===== src/rtl/uart_rx_fifo.sv =====
// UART 8N1 receiver with mid-bit sampling feeding a first-word-fall-through byte FIFO.
// Latency: byte visible on rx_valid/rx_data one clk after the stop-bit sample (~2 + CLKS_PER_BIT/2 + 9*CLKS_PER_BIT from the falling edge).
// Backpressure: rx_ready pops the head; a byte completing on a full FIFO without a pop is dropped and sets sticky overrun.
module uart_rx_fifo #(
  parameter int CLKS_PER_BIT = 16,
  parameter int FIFO_DEPTH   = 4
) (
  input  logic       clk,
  input  logic       rst,
  input  logic       rx,
  output logic [7:0] rx_data,
  output logic       rx_valid,
  input  logic       rx_ready,
  output logic       frame_err,
  output logic       overrun,
  input  logic       clr_err
);

  localparam int CW = $clog2(CLKS_PER_BIT);
  localparam int AW = $clog2(FIFO_DEPTH);
  localparam logic [CW-1:0] BIT_LAST  = CW'(CLKS_PER_BIT - 1);
  localparam logic [CW-1:0] HALF_LAST = CW'(CLKS_PER_BIT / 2 - 1);
  localparam logic [AW:0]   FULL_CNT  = (AW + 1)'(FIFO_DEPTH);

  typedef enum logic [2:0] {
    IDLE,
    START,
    DATA,
    STOP,
    BREAK
  } state_t;

  state_t         state;
  logic [CW-1:0]  cnt;
  logic [2:0]     idx;
  logic [7:0]     shreg;
  logic           rx_m;
  logic           rx_s;

  logic [7:0]     mem [FIFO_DEPTH];
  logic [AW-1:0]  wr_ptr;
  logic [AW-1:0]  rd_ptr;
  logic [AW:0]    count;

  logic           stop_done;
  logic           push;
  logic           fe_event;
  logic           pop;
  logic           full;
  logic           wr_en;
  logic           ov_event;

  // Stop-bit sample decides between a push and a framing error in the same cycle.
  assign stop_done = (state == STOP) && (cnt == BIT_LAST);
  assign push      = stop_done && rx_s;
  assign fe_event  = stop_done && !rx_s;

  assign rx_valid  = (count != '0);
  assign rx_data   = rx_valid ? mem[rd_ptr] : 8'h00;
  assign pop       = rx_valid && rx_ready;
  assign full      = (count == FULL_CNT);
  // A pop in the same cycle frees the slot, so a full FIFO can still accept.
  assign wr_en     = push && (!full || pop);
  assign ov_event  = push && full && !pop;

  // Two-flop synchroniser; reset to the idle level so reset never fakes a start bit.
  always_ff @(posedge clk) begin
    if (rst) begin
      rx_m <= 1'b1;
      rx_s <= 1'b1;
    end else begin
      rx_m <= rx;
      rx_s <= rx_m;
    end
  end

  // Frame recovery: start qualification at half-bit, then one sample per bit period.
  always_ff @(posedge clk) begin
    if (rst) begin
      state <= IDLE;
      cnt   <= '0;
      idx   <= '0;
      shreg <= '0;
    end else begin
      case (state)
        IDLE: begin
          if (!rx_s) begin
            state <= START;
            cnt   <= '0;
          end
        end
        START: begin
          if (cnt == HALF_LAST) begin
            cnt   <= '0;
            idx   <= '0;
            state <= rx_s ? IDLE : DATA;
          end else begin
            cnt <= cnt + 1'b1;
          end
        end
        DATA: begin
          if (cnt == BIT_LAST) begin
            cnt   <= '0;
            shreg <= {rx_s, shreg[7:1]};
            idx   <= idx + 1'b1;
            if (idx == 3'd7) begin
              state <= STOP;
            end
          end else begin
            cnt <= cnt + 1'b1;
          end
        end
        STOP: begin
          if (cnt == BIT_LAST) begin
            cnt   <= '0;
            state <= rx_s ? IDLE : BREAK;
          end else begin
            cnt <= cnt + 1'b1;
          end
        end
        BREAK: begin
          cnt <= cnt + 1'b1;
          if (rx_s) begin
            state <= IDLE;
          end
        end
        default: begin
          state <= IDLE;
          cnt   <= '0;
        end
      endcase
    end
  end

  // FIFO storage; contents need no reset because count gates visibility.
  always_ff @(posedge clk) begin
    if (wr_en) begin
      mem[wr_ptr] <= shreg;
    end
  end

  // FIFO pointers and occupancy; pointers wrap naturally at the power-of-2 depth.
  always_ff @(posedge clk) begin
    if (rst) begin
      wr_ptr <= '0;
      rd_ptr <= '0;
      count  <= '0;
    end else begin
      if (wr_en) begin
        wr_ptr <= wr_ptr + 1'b1;
      end
      if (pop) begin
        rd_ptr <= rd_ptr + 1'b1;
      end
      case ({wr_en, pop})
        2'b10:   count <= count + 1'b1;
        2'b01:   count <= count - 1'b1;
        default: count <= count;
      endcase
    end
  end

  // Sticky error flags; a new event in the clearing cycle keeps the flag set.
  always_ff @(posedge clk) begin
    if (rst) begin
      frame_err <= 1'b0;
      overrun   <= 1'b0;
    end else begin
      frame_err <= fe_event | (frame_err & ~clr_err);
      overrun   <= ov_event | (overrun & ~clr_err);
    end
  end

endmodule


===== config.mk =====
export PLATFORM = sky130hd
export DESIGN_NAME = uart_rx_fifo
export DESIGN_NICKNAME = d
export VERILOG_FILES = /design/src/rtl/uart_rx_fifo.sv
export SDC_FILE = /design/constraint.sdc
export NUM_CORES = 1
export LEC_CHECK = 0
export CAP_MARGIN = 20
export CELL_PAD_IN_SITES_DETAIL_PLACEMENT = 1
export CELL_PAD_IN_SITES_GLOBAL_PLACEMENT = 2
export CORE_MARGIN = 8
export CORE_UTILIZATION = 44
export DETAILED_ROUTE_END_ITERATION = 6
export GPL_TIMING_DRIVEN = 1
export PLACE_DENSITY = 0.92
export SETUP_SLACK_MARGIN = 0.5
export SKIP_CTS_REPAIR_TIMING = 1
export SLEW_MARGIN = 20
export SYNTH_ARGS = -nofsm -noshare
export SYNTH_HDL_FRONTEND = slang
export SYNTH_SLANG_ARGS = --single-unit

===== constraint.sdc =====
create_clock -name clk -period 5.54 [get_ports clk]
set_input_delay 1.385 -clock clk [delete_from_list [all_inputs] [get_ports clk]]
set_output_delay 1.385 -clock clk [all_outputs]
set_load 0.1 [all_outputs]

==> Word level (Yosys, flattened, before mapping) <==
Memories as Yosys holds them, arrays and structs flattened. A register that Yosys moved wholly into a read port is not among the register bits.
Index checks and enable logic that the tools add are counted.
{ "op_classes": {"n_reduce_logical": 19, "bitwise": 5, "n_addsub": 6, "n_eq_ne": 16, "n_mux": 22} }
{ "ops": {"columns": ["op", "n"], "rows": [
  ["$mux 3", 9],
  ["$pmux 4 s4", 1],
  ["$pmux 3 s5", 1],
  ["$mux 4", 3],
  ["$pmux 3 s2", 2],
  ["$ne 2x2->1 const B", 5],
  ["$eq 3x3->1 const B", 3],
  ["$mux 8", 1],
  ["$logic_and 1x1->1", 7],
  ["$add 3x1->3 const B", 2],
  ["$eq 3x2->1 const B", 2],
  ["$mux 2", 3],
  ["$reduce_and 6->1", 1],
  ["$add 2x1->2 const B", 2],
  ["$add 4x1->4 const B", 1],
  ["$eq 4x3->1 const B", 1],
  ["$eq 4x4->1 const B", 1],
  ["$reduce_bool 2->1", 2],
  ["$eq 3x1->1 const B", 1],
  ["$logic_not 1->1", 3],
  ["$logic_not 3->1", 1],
  ["$reduce_and 3->1", 1],
  ["$reduce_bool 3->1", 1],
  ["$sub 3x1->3 const B", 1],
  ["other kinds (10)", 13]
]} }
{ "word_totals": {"reg_bits": 29, "mem_count": 1, "out_inout_bits": 11, "input_bits": 5, "ramBits": 32} }
{ "mem_list": {"columns": ["memory", "words", "width", "rd", "rd_clocked_by_memory_dff", "wr", "line", "text"], "rows": [
  ["mem", 4, 8, 1, 1, 1, "40", "logic [7:0] mem [FIFO_DEPTH];"]
]} }

==> Depth between registers and ports, before layout <==
Gate-level depths: netlist of the first run.
{ "logic_depth": {"depth_word": 6, "mapped_depth": 8, "ltp_nobuf": 8} }

==> Worst setup path after synthesis of the first run <==
OpenSTA, ideal clock, no wires.
{ "synth_path": {"kind": "flip-flop to output port", "from": "register count[0]", "to": "output port rx_data[0]", "n_path_buf": 1, "stages_incl_launch_ff": 4, "setup_slack_ns": 1.778, "t_required_ns": 4.155, "arrival_time_ns": 2.377, "cell_sequence": "dfxtp_1 -> or3_1 -> clkbuf_1 -> and2_1"} }
{ "synth_between": {"elab_chain_cells": 2} }
{ "synth_lines": {"columns": ["item", "line", "text"], "rows": [
  ["start, declared", "43", "logic [AW:0] count;"],
  ["start signal, assigned", "156", "2'b10: count <= count + 1'b1;"],
  ["start signal, assigned", "157", "2'b01: count <= count - 1'b1;"],
  ["start signal, assigned", "158", "default: count <= count;"],
  ["$reduce_bool 3->1", "58", "assign rx_valid = (count != '0);"],
  ["net rx_valid", "12", "output logic rx_valid,"],
  ["$mux 8", "59", "assign rx_data = rx_valid ? mem[rd_ptr] : 8'h00;"],
  ["end, declared", "11", "output logic [7:0] rx_data,"]
]} }
The timed path passes the listed nets, and every way through them passes these cells.

==> impl_results.html, run 1 <==
<table>
<tr><th>Metric</th><th>Value</th></tr>
<tr><th colspan="2">Status</th></tr>
<tr><td>Outcome</td><td>complete, no violations</td></tr>
<tr><th colspan="2">Power</th></tr>
<tr><td>Switch share</td><td>0.372</td></tr>
<tr><td>Internal Dissipation</td><td>about 0.9 mW</td></tr>
<tr><td>Relative contribution of sequential cells to total power</td><td>0.370</td></tr>
<tr><td>Leakage power total</td><td>approximately 1.1 nW</td></tr>
<tr><td>Power per cell area</td><td>around 460 nW/µm²</td></tr>
<tr><td>Portion of total power attributed to the clock network</td><td>0.301</td></tr>
<tr><td>Maximum vdd drop</td><td>roughly 0.45 mV</td></tr>
<tr><td>Comb power frac</td><td>0.329</td></tr>
<tr><td>P_sw</td><td>~0.54 mW</td></tr>
<tr><th colspan="2">Global route</th></tr>
<tr><td>Global-route wire length before repair</td><td>8490 µm</td></tr>
<tr><td>Initial antenna violation count</td><td>0</td></tr>
<tr><td>Via count of the first global-routing pass</td><td>between 1.5k and 2k</td></tr>
<tr><td>Largest net degree at the start of global routing</td><td>34</td></tr>
<tr><td>Grt total ovfl</td><td>0</td></tr>
<tr><td>Tot GR Track Use</td><td>0.127</td></tr>
<tr><th colspan="2">CTS</th></tr>
<tr><td>CTS root buf</td><td>clkbuf_8</td></tr>
<tr><td>Bufs on Longest Clock Path</td><td>2</td></tr>
<tr><td>Num CTS Buffers</td><td>9</td></tr>
<tr><td>Clock latency on the worst-skew pair</td><td>~0.34 ns</td></tr>
<tr><td>Clock-pin slew on the worst setup and hold paths</td><td>~0.06 ns</td></tr>
<tr><td>CTS tree</td><td>done</td></tr>
<tr><td>Total clock sinks</td><td>63</td></tr>
<tr><td>CTS H-Tree Depth</td><td>3</td></tr>
<tr><th colspan="2">STA</th></tr>
<tr><td>Worst-case headroom to the max-slew limit</td><td>0.346</td></tr>
<tr><td>Final setup violation count</td><td>0</td></tr>
<tr><td>Minimum period implied by the final worst setup slack</td><td>roughly 4 ns</td></tr>
<tr><td>Worst slew pin tran</td><td>about 0.98 ns</td></tr>
<tr><td>Final critical-path share of the clock period</td><td>0.741</td></tr>
<tr><td>Hold Vio Cnt, Final</td><td>0</td></tr>
<tr><td>Post-route worst hold slack</td><td>~0.4 ns</td></tr>
<tr><td>Max Clock Freq</td><td>0.244 GHz</td></tr>
<tr><td>Setup repair after global routing missed its margin</td><td>false</td></tr>
<tr><td>Max-slew violation count</td><td>0</td></tr>
<tr><td>Sum of negative setup slack</td><td>0 ns</td></tr>
<tr><td>Maximum clock skew at final layout</td><td>0.0124 ns</td></tr>
<tr><td>Final setup slack of the worst path</td><td>about 1.4 ns</td></tr>
<tr><th colspan="2">Synthesis</th></tr>
<tr><td>Fraction of the mapped netlist area in adder cells</td><td>0.0395</td></tr>
<tr><td>Simple-gate area share of the yosys netlist</td><td>0.144</td></tr>
<tr><td>Compound-cell area share of the yosys netlist</td><td>0.0625</td></tr>
<tr><td>Synthesized netlist net count</td><td>between 200 and 250</td></tr>
<tr><td>Unique masters post-synth</td><td>44</td></tr>
<tr><td>Multiplexer share of the synthesized area</td><td>0.119</td></tr>
<tr><td>Fraction of synthesized cell area in xor and xnor cells</td><td>0.0161</td></tr>
<tr><td>Share of synthesized registers carrying an async set or reset</td><td>0</td></tr>
<tr><td>Syn Area/Cell</td><td>13.2 µm²</td></tr>
<tr><td>Synthesized instance count</td><td>206</td></tr>
<tr><td>Combinational family with the most area after synthesis</td><td>simple AND/OR/NAND/NOR gates</td></tr>
<tr><td>Synthesized cell area</td><td>about 2700 µm²</td></tr>
<tr><td>Synthesis Warnings</td><td>0</td></tr>
<tr><td>Post-synthesis sequential area ratio</td><td>0.581</td></tr>
<tr><td>Flip-flop cell with the highest count after synthesis</td><td>edfxtp_1</td></tr>
<tr><td>Number of enable flip-flop cells after synthesis</td><td>32</td></tr>
<tr><td>Post-synthesis register bit count</td><td>63</td></tr>
<tr><th colspan="2">Placement</th></tr>
<tr><td>Post-placement cell count</td><td>286</td></tr>
<tr><td>Count of buffers from port buffering</td><td>15</td></tr>
<tr><td>Worst slack after detailed placement</td><td>roughly 1.7 ns</td></tr>
<tr><td>Post-DP HPWL</td><td>roughly 3500 µm</td></tr>
<tr><td>Placer Congestion</td><td>between 0.7 and 0.8</td></tr>
<tr><th colspan="2">Cells and area</th></tr>
<tr><td>Layout area overhead</td><td>14.0%</td></tr>
<tr><td>Area used by sequential logic in the layout</td><td>1580 µm²</td></tr>
<tr><td># diodes</td><td>0</td></tr>
<tr><td>Total Nets Final</td><td>approximately 240</td></tr>
<tr><td>Final instance count without filler cells</td><td>between 300 and 400</td></tr>
<tr><td>Total area of multi-input combinational cells</td><td>between 1000 and 1500 µm²</td></tr>
<tr><td>Fraction of layout instances using a drive strength above 1</td><td>0.167</td></tr>
<tr><td>Filler cell count in the final layout</td><td>slightly above 600</td></tr>
<tr><th colspan="2">Floorplan</th></tr>
<tr><td>Die boundary width</td><td>94.7 µm</td></tr>
<tr><td>Full die area</td><td>about 9000 µm²</td></tr>
<tr><td>Height of the die</td><td>~95 µm</td></tr>
<tr><td>Core Area</td><td>~6000 µm²</td></tr>
<tr><td>Number of ports placed on the die boundary</td><td>16</td></tr>
<tr><td>Cell row count</td><td>28</td></tr>
<tr><td>Initial core utilization</td><td>0.457</td></tr>
<tr><th colspan="2">Detailed routing</th></tr>
<tr><td>Total DRC errors in the routed layout</td><td>0</td></tr>
<tr><td>Vias</td><td>1575</td></tr>
<tr><td>Detailed-route wire length per cell</td><td>between 15 and 20 µm</td></tr>
<tr><td>Violation count after the first detailed-route iteration</td><td>59</td></tr>
<tr><td>Detailed Routing Iterations Pass 1</td><td>5</td></tr>
<tr><td>Number of nets with antenna violations after detailed routing</td><td>0</td></tr>
<tr><td>Vias per inst</td><td>around 5.2</td></tr>
<tr><td>DRT Wirelength</td><td>between 5000 and 6000 µm</td></tr>
<tr><th colspan="2">Worst setup path</th></tr>
<tr><td>Delay of the slowest critical-path stage</td><td>0.97 ns</td></tr>
<tr><td>Type of the setup path with the least slack</td><td>register to primary output</td></tr>
<tr><td>Critical Path Sink Type</td><td>primary output</td></tr>
<tr><td>Largest delay contributor family on the critical path</td><td>buffers and inverters</td></tr>
<tr><td>Critical-path maximum fanout</td><td>8</td></tr>
<tr><td>Worst path buffer plus inverter count</td><td>1</td></tr>
<tr><td>Crit path arrival time</td><td>between 2 and 3 ns</td></tr>
<tr><td>Highest-delay cell along the critical path</td><td>clkdlybuf4s50_1</td></tr>
<tr><td>Kind of start point of the critical path</td><td>register</td></tr>
<tr><td>Data required time of the critical path</td><td>4.16 ns</td></tr>
<tr><td>Crit-path cells</td><td>mux4_2 -&gt; and2_1 -&gt; clkdlybuf4s50_1</td></tr>
<tr><th colspan="2">Job</th></tr>
<tr><td>Reported max-cap violation count</td><td>0</td></tr>
<tr><th colspan="2">Min path</th></tr>
<tr><td>Worst Hold Class</td><td>register to register</td></tr>
</table>
[layout by cell type, fill, tap and decap left out, drive strengths merged]
cell type / netlist / routed
fa: 1 / 1
mux4: 8 / 8
nand3: 3 / 3
clkinv: 0 / 2
a311oi: 1 / 1
and2: 15 / 15
or2b: 1 / 1
or3: 1 / 1
inv: 5 / 5
or2: 2 / 2
ha: 7 / 7
nand2b: 2 / 2
o22ai: 1 / 1
mux2i: 10 / 10
o31ai: 1 / 1
o21a: 1 / 1
and4: 1 / 1
edfxtp: 32 / 32
mux2: 3 / 3
nor3b: 1 / 1
buf: 6 / 1
nor4b: 2 / 2
nand2: 5 / 5
xnor2: 2 / 2
nor2: 27 / 27
clkbuf: 5 / 12
nor2b: 2 / 2
nor3: 3 / 3
dfxtp: 31 / 31
a21oi: 11 / 11
xor2: 3 / 3
or4: 3 / 3
o21ai: 4 / 4
bufinv: 0 / 2
and3b: 3 / 3
clkdlybuf4s50: 0 / 15
a22oi: 3 / 3
[sequential cells by signal (all words and copies together), names as in the netlist, named ones only]
name       cells
mem           32
rx_m           1
rx_s           1
frame_err      1
count          3
overrun        1
state          3
cnt            4
wr_ptr         2
shreg          8
idx            3
rd_ptr         2
[layout make-up]
class	instances	share of cell area
inverter	5	0.00604
sequential	63	0.509
multi-input combinational	127	0.334
timing repair buffer	16	0.0508
clock buffer	12	0.0467
tap	75	0.0302
clock inverter	4	0.0226
[final timing paths]
check / start / to / slack [ns] / cells past startpoint
worst max-delay path: register / rx_data[2] / 1.43 / 3
worst min-delay path: rx_m / rx_s / 0.41 / 1
worst max register to register: cnt[0] / count[2] / 3.24 / 8
worst min register to register: rx_m / rx_s / 0.41 / 1
[metal layers]
metal	up-vias	global-route usage	part of all wire
met5	-	0	0
met3	11	0.0429	0.044
met4	0	0.0676	0.023
met1	773	0.141	0.43
met2	22	0.211	0.50
li1	769	-	-
[kinds of logic after synthesis]
| kind of cell | count (synthesis) |
|---|---|
| compound gates | 22 |
| xor+xnor | 5 |
| fa+ha+maj | 8 |
| buf+inv | 16 |
| flops | 63 |
| mux | 21 |
| simple gates | 71 |
[per-stage QoR]
step	util	instance area [µm²]	power [mW]
final	0.521	3110	1.44
after global routing	0.521	3110	1.50
after CTS	0.521	3110	1.45
after detailed placement	0.485	2890	1.02
after global placement	0.485	2890	1.01
after floorplan	-	2720	0.924
[synthesized netlist by cell type, types with 2 or more instances]
master	instances	share of area
nand3_1	3	0.0055
a21oi_1	9	0.017
mux2_4	3	0.017
clkbuf_8	2	0.010
nor3_1	3	0.0055
or2_2	2	0.0046
nor2b_1	2	0.0046
mux2i_1	10	0.037
edfxtp_1	32	0.35
or4_1	3	0.0083
nand2b_1	2	0.0046
o21ai_0	4	0.0073
nand2_1	5	0.0069
xnor2_1	2	0.0064
buf_4	4	0.011
inv_1	5	0.0069
ha_1	7	0.032
xor2_1	3	0.0096
a22oi_1	2	0.0055
and2_1	14	0.032
and3b_1	2	0.0064
clkbuf_1	3	0.0041
nor2_1	26	0.036
dfxtp_1	31	0.23
mux4_2	8	0.066
[power groups by stage]
stage	Clock [mW]	Sequential, mW	Combinational [mW]
floorplan	0	0.522	0.402
global placement	0	0.541	0.469
detailed placement	0	0.543	0.478
CTS	0.442	0.534	0.479
global route	0.467	0.537	0.491
finish	0.433	0.532	0.474
Power figures use the tool's default switching activity.
==> run 2, diff against run 1 <==
--- a/config.mk
+++ b/config.mk
@@ -9,10 +9,10 @@
 export CELL_PAD_IN_SITES_DETAIL_PLACEMENT = 1
 export CELL_PAD_IN_SITES_GLOBAL_PLACEMENT = 2
 export CORE_MARGIN = 8
-export CORE_UTILIZATION = 44
+export CORE_UTILIZATION = 41
 export DETAILED_ROUTE_END_ITERATION = 6
 export GPL_TIMING_DRIVEN = 1
-export PLACE_DENSITY = 0.92
+export PLACE_DENSITY = 0.88
 export SETUP_SLACK_MARGIN = 0.5
 export SKIP_CTS_REPAIR_TIMING = 1
 export SLEW_MARGIN = 20
==> constraint.sdc (replaced) <==
create_clock -name clk -period 4 [get_ports clk]
set_input_delay 1 -clock clk [delete_from_list [all_inputs] [get_ports clk]]
set_output_delay 1 -clock clk [all_outputs]
set_load 0.1 [all_outputs]
==> impl_results.html, run 2 (synthesis results as in run 1) <==
<table>
<tr><th>Metric</th><th>Value</th></tr>
<tr><th colspan="2">Cells and area</th></tr>
<tr><td>Filler cell count in the final layout</td><td>around 690</td></tr>
<tr><td>Total Nets Final</td><td>235</td></tr>
<tr><td>Fraction of layout instances using a drive strength above 1</td><td>0.203</td></tr>
<tr><td># diodes</td><td>0</td></tr>
<tr><td>Commonest cells after routing, fill and taps aside</td><td>edfxtp_1 (32), dfxtp_1 (31), nor2_1 (26)</td></tr>
<tr><td>Leading registers by flop count</td><td>mem: 32 flops, shreg: 8 flops, cnt: 4 flops</td></tr>
<tr><td>Final standard cell utilization of the core</td><td>0.478</td></tr>
<tr><td>Number of flip-flops under the largest register name</td><td>32</td></tr>
<tr><td>Area used by sequential logic in the layout</td><td>around 1600 µm²</td></tr>
<tr><td>Leading cell type in the layout, fill and taps excluded</td><td>edfxtp_1</td></tr>
<tr><td>Total area of multi-input combinational cells</td><td>1040 µm²</td></tr>
<tr><td>Register with the most flip-flops</td><td>mem</td></tr>
<tr><td>Layout area overhead</td><td>12.0%</td></tr>
<tr><th colspan="2">Worst setup path</th></tr>
<tr><td>Type of the setup path with the least slack</td><td>register to primary output</td></tr>
<tr><td>Highest-delay cell along the critical path</td><td>dfxtp_1</td></tr>
<tr><td>Reg2Reg Depth</td><td>8</td></tr>
<tr><td>Critical-path maximum fanout</td><td>8</td></tr>
<tr><td>Crit-path cells</td><td>mux4_2 -&gt; and2_1 -&gt; buf_4</td></tr>
<tr><td>Critical Path Sink Type</td><td>primary output</td></tr>
<tr><td>R2r startpoint</td><td>cnt[0]</td></tr>
<tr><td>Delay of the slowest critical-path stage</td><td>approximately 0.7 ns</td></tr>
<tr><td>Worst R2R Setup Slack</td><td>around 1.7 ns</td></tr>
<tr><td>Data required time of the critical path</td><td>3.00 ns</td></tr>
<tr><td>Worst Setup EP</td><td>rx_data[6]</td></tr>
<tr><td>Crit path arrival time</td><td>about 2.0 ns</td></tr>
<tr><td>Reg-to-Reg End</td><td>count[2]</td></tr>
<tr><td>Kind of start point of the critical path</td><td>register</td></tr>
<tr><th colspan="2">Status</th></tr>
<tr><td>Outcome</td><td>complete, no violations</td></tr>
<tr><th colspan="2">Global route</th></tr>
<tr><td>Grt total ovfl</td><td>0</td></tr>
<tr><td>Via count of the first global-routing pass</td><td>roughly 1.7k</td></tr>
<tr><td>Tot GR Track Use</td><td>0.117</td></tr>
<tr><td>Largest net degree at the start of global routing</td><td>28</td></tr>
<tr><td>Global-route wire length before repair</td><td>about 8600 µm</td></tr>
<tr><td>Initial antenna violation count</td><td>0</td></tr>
<tr><th colspan="2">Detailed routing</th></tr>
<tr><td>DRT Wirelength</td><td>5210 µm</td></tr>
<tr><td>Vias per inst</td><td>5.22</td></tr>
<tr><td>Vias</td><td>1587</td></tr>
<tr><td>Number of nets with antenna violations after detailed routing</td><td>0</td></tr>
<tr><td>Violation count after the first detailed-route iteration</td><td>between 40 and 50</td></tr>
<tr><td>Detailed Routing Iterations Pass 1</td><td>4</td></tr>
<tr><td>Total DRC errors in the routed layout</td><td>0</td></tr>
<tr><td>Detailed-route wire length per cell</td><td>17.1 µm</td></tr>
<tr><th colspan="2">Floorplan</th></tr>
<tr><td>Height of the die</td><td>just under 100 µm</td></tr>
<tr><td>Initial core utilization</td><td>0.427</td></tr>
<tr><td>Number of ports placed on the die boundary</td><td>16</td></tr>
<tr><td>Core Area</td><td>~6400 µm²</td></tr>
<tr><td>Die boundary width</td><td>97.5 µm</td></tr>
<tr><td>Full die area</td><td>approximately 9500 µm²</td></tr>
<tr><td>Cell row count</td><td>29</td></tr>
<tr><th colspan="2">CTS</th></tr>
<tr><td>Clock latency on the worst-skew pair</td><td>0.33 ns</td></tr>
<tr><td>Bufs on Longest Clock Path</td><td>2</td></tr>
<tr><td>CTS tree</td><td>done</td></tr>
<tr><td>Total clock sinks</td><td>63</td></tr>
<tr><td>CTS root buf</td><td>clkbuf_8</td></tr>
<tr><td>Clock-pin slew on the worst setup and hold paths</td><td>approximately 0.070 ns</td></tr>
<tr><td>CTS H-Tree Depth</td><td>3</td></tr>
<tr><td>Num CTS Buffers</td><td>9</td></tr>
<tr><th colspan="2">STA</th></tr>
<tr><td>Worst-case headroom to the max-slew limit</td><td>0.350</td></tr>
<tr><td>Hold Vio Cnt, Final</td><td>0</td></tr>
<tr><td>Final setup violation count</td><td>0</td></tr>
<tr><td>Max Clock Freq</td><td>~0.33 GHz</td></tr>
<tr><td>Worst slew pin tran</td><td>between 0.9 and 1 ns</td></tr>
<tr><td>Final critical-path share of the clock period</td><td>0.755</td></tr>
<tr><td>Sum of negative setup slack</td><td>0 ns</td></tr>
<tr><td>Max-slew violation count</td><td>0</td></tr>
<tr><td>Minimum period implied by the final worst setup slack</td><td>a little over 3 ns</td></tr>
<tr><td>Maximum clock skew at final layout</td><td>~0.0065 ns</td></tr>
<tr><td>Setup repair after global routing missed its margin</td><td>false</td></tr>
<tr><th colspan="2">Placement</th></tr>
<tr><td>Placer Congestion</td><td>0.718</td></tr>
<tr><td>Count of buffers from port buffering</td><td>15</td></tr>
<tr><td>Post-DP HPWL</td><td>between 3000 and 4000 µm</td></tr>
<tr><th colspan="2">Min path</th></tr>
<tr><td>Number of cells on the worst hold path</td><td>1</td></tr>
<tr><td>Worst Hold Class</td><td>register to register</td></tr>
<tr><th colspan="2">Power</th></tr>
<tr><td>Power per cell area</td><td>619 nW/µm²</td></tr>
<tr><td>Maximum vdd drop</td><td>approximately 0.53 mV</td></tr>
<tr><td>Leakage power total</td><td>1.07 nW</td></tr>
<tr><th colspan="2">Job</th></tr>
<tr><td>Reported max-cap violation count</td><td>0</td></tr>
</table>
run 2: metal layers:
layer	routed length (µm)	track usage	part of all wire
met5	0	0	0
met1	2340	0.134	0.45
met4	90	0.0559	0.017
met2	2560	0.188	0.49
met3	220	0.0420	0.042
run 2: worst min-delay path by stage:
stage          start   end  slack (ns)
6_report        rx_m  rx_s        0.41
3_5_place_dp    rx_m  rx_s        0.41
3_3_place_gp    rx_m  rx_s        0.39
2_1_floorplan   rx_m  rx_s        0.39
5_1_grt         rx_m  rx_s        0.43
4_1_cts         rx_m  rx_s        0.41
run 2: area by class of cell:
class	instances	area share
repair buffers	16	0.0443
clock inverters	6	0.0172
well taps	77	0.0316
inverters	5	0.00615
clock buffers	10	0.0418
multi-input cells	127	0.340
flip-flops and latches	63	0.518
run 2: where the power goes:
part	internal, mW	total (mW)	switching [mW]	leakage [nW]
registers	0.694	0.739	0.0450	0.547
clock network	0.280	0.505	0.225	0.0949
logic	0.176	0.644	0.468	0.426
total	1.15	1.89	0.739	1.07
run 2: per-stage QoR:
stage,hold slack (ns),std cells,power [mW],instance area [µm²],worst slack [ns]
floorplan,0.389,206,1.28,2720,0.623
global placement,0.392,288,1.39,2870,0.914
detailed placement,0.406,288,1.41,2870,0.828
CTS,0.411,304,1.92,3050,0.898
global route,0.433,304,1.97,3050,0.831
finish,0.409,304,1.89,3050,0.980
run 2: critical path, delay by kind of cell (launching register included):
kind	cells	cell delay [ns]
and+or+nand+nor	1	0.17
muxes	1	0.59
DFF	1	0.70
buffers and inverters	1	0.23
==> run 3, diff against run 2 <==
==> constraint.sdc (replaced) <==
create_clock -name clk -period 3.15 [get_ports clk]
set_input_delay 0.7875 -clock clk [delete_from_list [all_inputs] [get_ports clk]]
set_output_delay 0.7875 -clock clk [all_outputs]
set_load 0.1 [all_outputs]
==> impl_results.html, run 3 (synthesis results as in run 1) <==
<table>
<tr><th>Metric</th><th>Value</th></tr>
<tr><th colspan="2">STA</th></tr>
<tr><td>Sum of negative setup slack</td><td>0 ns</td></tr>
<tr><td>Maximum clock skew at final layout</td><td>around 0.0052 ns</td></tr>
<tr><td>Setup repair after global routing missed its margin</td><td>false</td></tr>
<tr><td>Worst slew pin tran</td><td>about 0.71 ns</td></tr>
<tr><td>Worst-case headroom to the max-slew limit</td><td>0.523</td></tr>
<tr><td>Final setup violation count</td><td>0</td></tr>
<tr><td>Final critical-path share of the clock period</td><td>0.806</td></tr>
<tr><td>Minimum period implied by the final worst setup slack</td><td>~2.5 ns</td></tr>
<tr><td>Max Clock Freq</td><td>just under 0.4 GHz</td></tr>
<tr><td>Max-slew violation count</td><td>0</td></tr>
<tr><td>Hold Vio Cnt, Final</td><td>0</td></tr>
<tr><th colspan="2">Cells and area</th></tr>
<tr><td>Register with the most flip-flops</td><td>mem</td></tr>
<tr><td>Final Instance Area</td><td>3110 µm²</td></tr>
<tr><td>Commonest cells after routing, fill and taps aside</td><td>edfxtp_1 (32), dfxtp_1 (30), nor2_1 (26)</td></tr>
<tr><td># diodes</td><td>0</td></tr>
<tr><td>Leading registers by flop count</td><td>mem: 32 flops, shreg: 8 flops, cnt: 4 flops</td></tr>
<tr><td>Total Nets Final</td><td>roughly 240</td></tr>
<tr><td>Layout area overhead</td><td>14.0%</td></tr>
<tr><td>Final standard cell utilization of the core</td><td>0.486</td></tr>
<tr><td>Fraction of layout instances using a drive strength above 1</td><td>0.262</td></tr>
<tr><td>Number of flip-flops under the largest register name</td><td>32</td></tr>
<tr><td>Leading cell type in the layout, fill and taps excluded</td><td>edfxtp_1</td></tr>
<tr><th colspan="2">Detailed routing</th></tr>
<tr><td>DRT Wirelength</td><td>between 4000 and 5000 µm</td></tr>
<tr><td>Detailed Routing Iterations Pass 1</td><td>4</td></tr>
<tr><td>Vias</td><td>about 1.6k</td></tr>
<tr><td>Wire length on met2</td><td>2300 µm</td></tr>
<tr><td>Vias per inst</td><td>5.11</td></tr>
<tr><td>Violation count after the first detailed-route iteration</td><td>27</td></tr>
<tr><td>Detailed-route wire length per cell</td><td>15.9 µm</td></tr>
<tr><td>Met1 Wirelength</td><td>approximately 2300 µm</td></tr>
<tr><td>Highest routed layer</td><td>met4</td></tr>
<tr><td>Total DRC errors in the routed layout</td><td>0</td></tr>
<tr><td>Amount of wire on met3 after detailed routing</td><td>176 µm</td></tr>
<tr><td>Number of nets with antenna violations after detailed routing</td><td>0</td></tr>
<tr><th colspan="2">Worst setup path</th></tr>
<tr><td>Reg2Reg Depth</td><td>8</td></tr>
<tr><td>Delay of the slowest critical-path stage</td><td>around 0.56 ns</td></tr>
<tr><td>Kind of start point of the critical path</td><td>input pin</td></tr>
<tr><td>Type of the setup path with the least slack</td><td>input pin to register</td></tr>
<tr><td>Critical Path Sink Type</td><td>register</td></tr>
<tr><td>Launching element of the worst setup path</td><td>rx_ready</td></tr>
<tr><td>Critical-path maximum fanout</td><td>4</td></tr>
<tr><td>R2r startpoint</td><td>cnt[0]</td></tr>
<tr><td>Highest-delay cell along the critical path</td><td>clkdlybuf4s50_1</td></tr>
<tr><td>Crit-path cells</td><td>clkdlybuf4s50_1 -&gt; o31ai_2 -&gt; a21oi_2 -&gt; inv_1 -&gt; fa_1 -&gt; a21oi_1 -&gt; a22oi_2 -&gt; mux2_4</td></tr>
<tr><td>Data required time of the critical path</td><td>between 3 and 4 ns</td></tr>
<tr><td>Crit path arrival time</td><td>around 2.8 ns</td></tr>
<tr><th colspan="2">CTS</th></tr>
<tr><td>Num CTS Buffers</td><td>9</td></tr>
<tr><td>Clock latency on the worst-skew pair</td><td>about 0.33 ns</td></tr>
<tr><td>CTS H-Tree Depth</td><td>3</td></tr>
<tr><td>Total clock sinks</td><td>between 60 and 70</td></tr>
<tr><td>Clock-pin slew on the worst setup and hold paths</td><td>about 0.070 ns</td></tr>
<tr><td>Bufs on Longest Clock Path</td><td>2</td></tr>
<tr><td>CTS tree</td><td>done</td></tr>
<tr><td>CTS root buf</td><td>clkbuf_8</td></tr>
<tr><th colspan="2">Placement</th></tr>
<tr><td>Post-DP HPWL</td><td>3540 µm</td></tr>
<tr><td>Count of buffers from port buffering</td><td>15</td></tr>
<tr><td>Standard cell area after detailed placement</td><td>2880 µm²</td></tr>
<tr><td>Placer Congestion</td><td>approximately 0.75</td></tr>
<tr><th colspan="2">Min path</th></tr>
<tr><td>Start point of the worst min-delay path</td><td>rx_m</td></tr>
<tr><td>Number of cells on the worst hold path</td><td>1</td></tr>
<tr><td>Worst Hold Class</td><td>register to register</td></tr>
<tr><th colspan="2">Global route</th></tr>
<tr><td>Largest net degree at the start of global routing</td><td>20</td></tr>
<tr><td>Initial antenna violation count</td><td>0</td></tr>
<tr><td>Tot GR Track Use</td><td>0.113</td></tr>
<tr><td>Via count of the first global-routing pass</td><td>1696</td></tr>
<tr><td>Grt total ovfl</td><td>0</td></tr>
<tr><td>Global-route wire length before repair</td><td>8490 µm</td></tr>
<tr><th colspan="2">Floorplan</th></tr>
<tr><td>Number of ports placed on the die boundary</td><td>16</td></tr>
<tr><td>Full die area</td><td>approximately 9500 µm²</td></tr>
<tr><td>Height of the die</td><td>97.5 µm</td></tr>
<tr><td>Core Area</td><td>around 6400 µm²</td></tr>
<tr><td>Cell row count</td><td>29</td></tr>
<tr><td>Die boundary width</td><td>97.5 µm</td></tr>
<tr><td>Initial core utilization</td><td>0.427</td></tr>
<tr><th colspan="2">Power</th></tr>
<tr><td>Portion of total power attributed to the clock network</td><td>0.294</td></tr>
<tr><td>Maximum vdd drop</td><td>~0.64 mV</td></tr>
<tr><td>Switch share</td><td>0.376</td></tr>
<tr><td>Comb power frac</td><td>0.332</td></tr>
<tr><td>Power per cell area</td><td>slightly above 800 nW/µm²</td></tr>
<tr><td>Relative contribution of sequential cells to total power</td><td>0.373</td></tr>
<tr><td>Leakage power total</td><td>around 1.1 nW</td></tr>
<tr><td>P_sw</td><td>around 0.95 mW</td></tr>
<tr><td>Internal Dissipation</td><td>between 1.5 and 2 mW</td></tr>
<tr><th colspan="2">Status</th></tr>
<tr><td>Outcome</td><td>complete, no violations</td></tr>
<tr><th colspan="2">Job</th></tr>
<tr><td>Reported max-cap violation count</td><td>0</td></tr>
</table>
run 3: cell count changes in the layout (fill, tap and decap cells not counted), sizes merged:
cell           change
bufinv             +1
clkinvlp           +2
buf                +4
clkinv             -2
clkbuf             -1
clkdlybuf4s50      -2
run 3: final cells by class:
| type | count | area (µm²) |
|---|---|---|
| Fill cell | 668 | 3280 |
| Inverter | 5 | 18.8 |
| Clock buffer | 9 | 124 |
| Tap cell | 77 | 96.3 |
| Clock inverter | 7 | 87.6 |
| Multi-Input combinational cell | 127 | 1050 |
| Timing Repair Buffer | 18 | 145 |
| Sequential cell | 63 | 1590 |
run 3: worst paths after layout:
kind	slack, ns	endpoint
hold reg to reg	0.41	rx_s
setup / recovery	0.61	count[2]
setup reg to reg	0.91	count[2]
hold / removal	0.41	rx_s
run 3: worst max-delay path: cells and delay by family:
family	cells	cell delay, ns
buffers and inverters	2	0.65
AO/OA/AOI/OAI	4	0.60
multiplexers	1	0.31
adder cells (fa/ha/maj)	1	0.41
run 3: power by group through the flow:
stage / clock network, mW / logic, mW / registers, mW
floorplan: 0 / 0.721 / 0.917
global route: 0.792 / 0.883 / 0.948
finish: 0.741 / 0.837 / 0.941
detailed placement: 0 / 0.831 / 0.955
CTS: 0.761 / 0.831 / 0.938
global placement: 0 / 0.813 / 0.956
run 3: stage by stage:
step / cells / hold slack, ns / power [mW] / setup WS (ns)
floorplan: 206 / 0.389 / 1.64 / 0.725
global placement: 288 / 0.392 / 1.77 / 0.275
detailed placement: 288 / 0.400 / 1.79 / 0.180
CTS: 304 / 0.413 / 2.53 / 0.281
global route: 306 / 0.456 / 2.62 / 0.534
finish: 306 / 0.408 / 2.52 / 0.612
run 3: metal layers:
metal  global-route usage  vias up
met5                    0        -
met4               0.0664        0
met3               0.0363        8
met2                0.175       23
met1                0.133      761
li1                     -      773
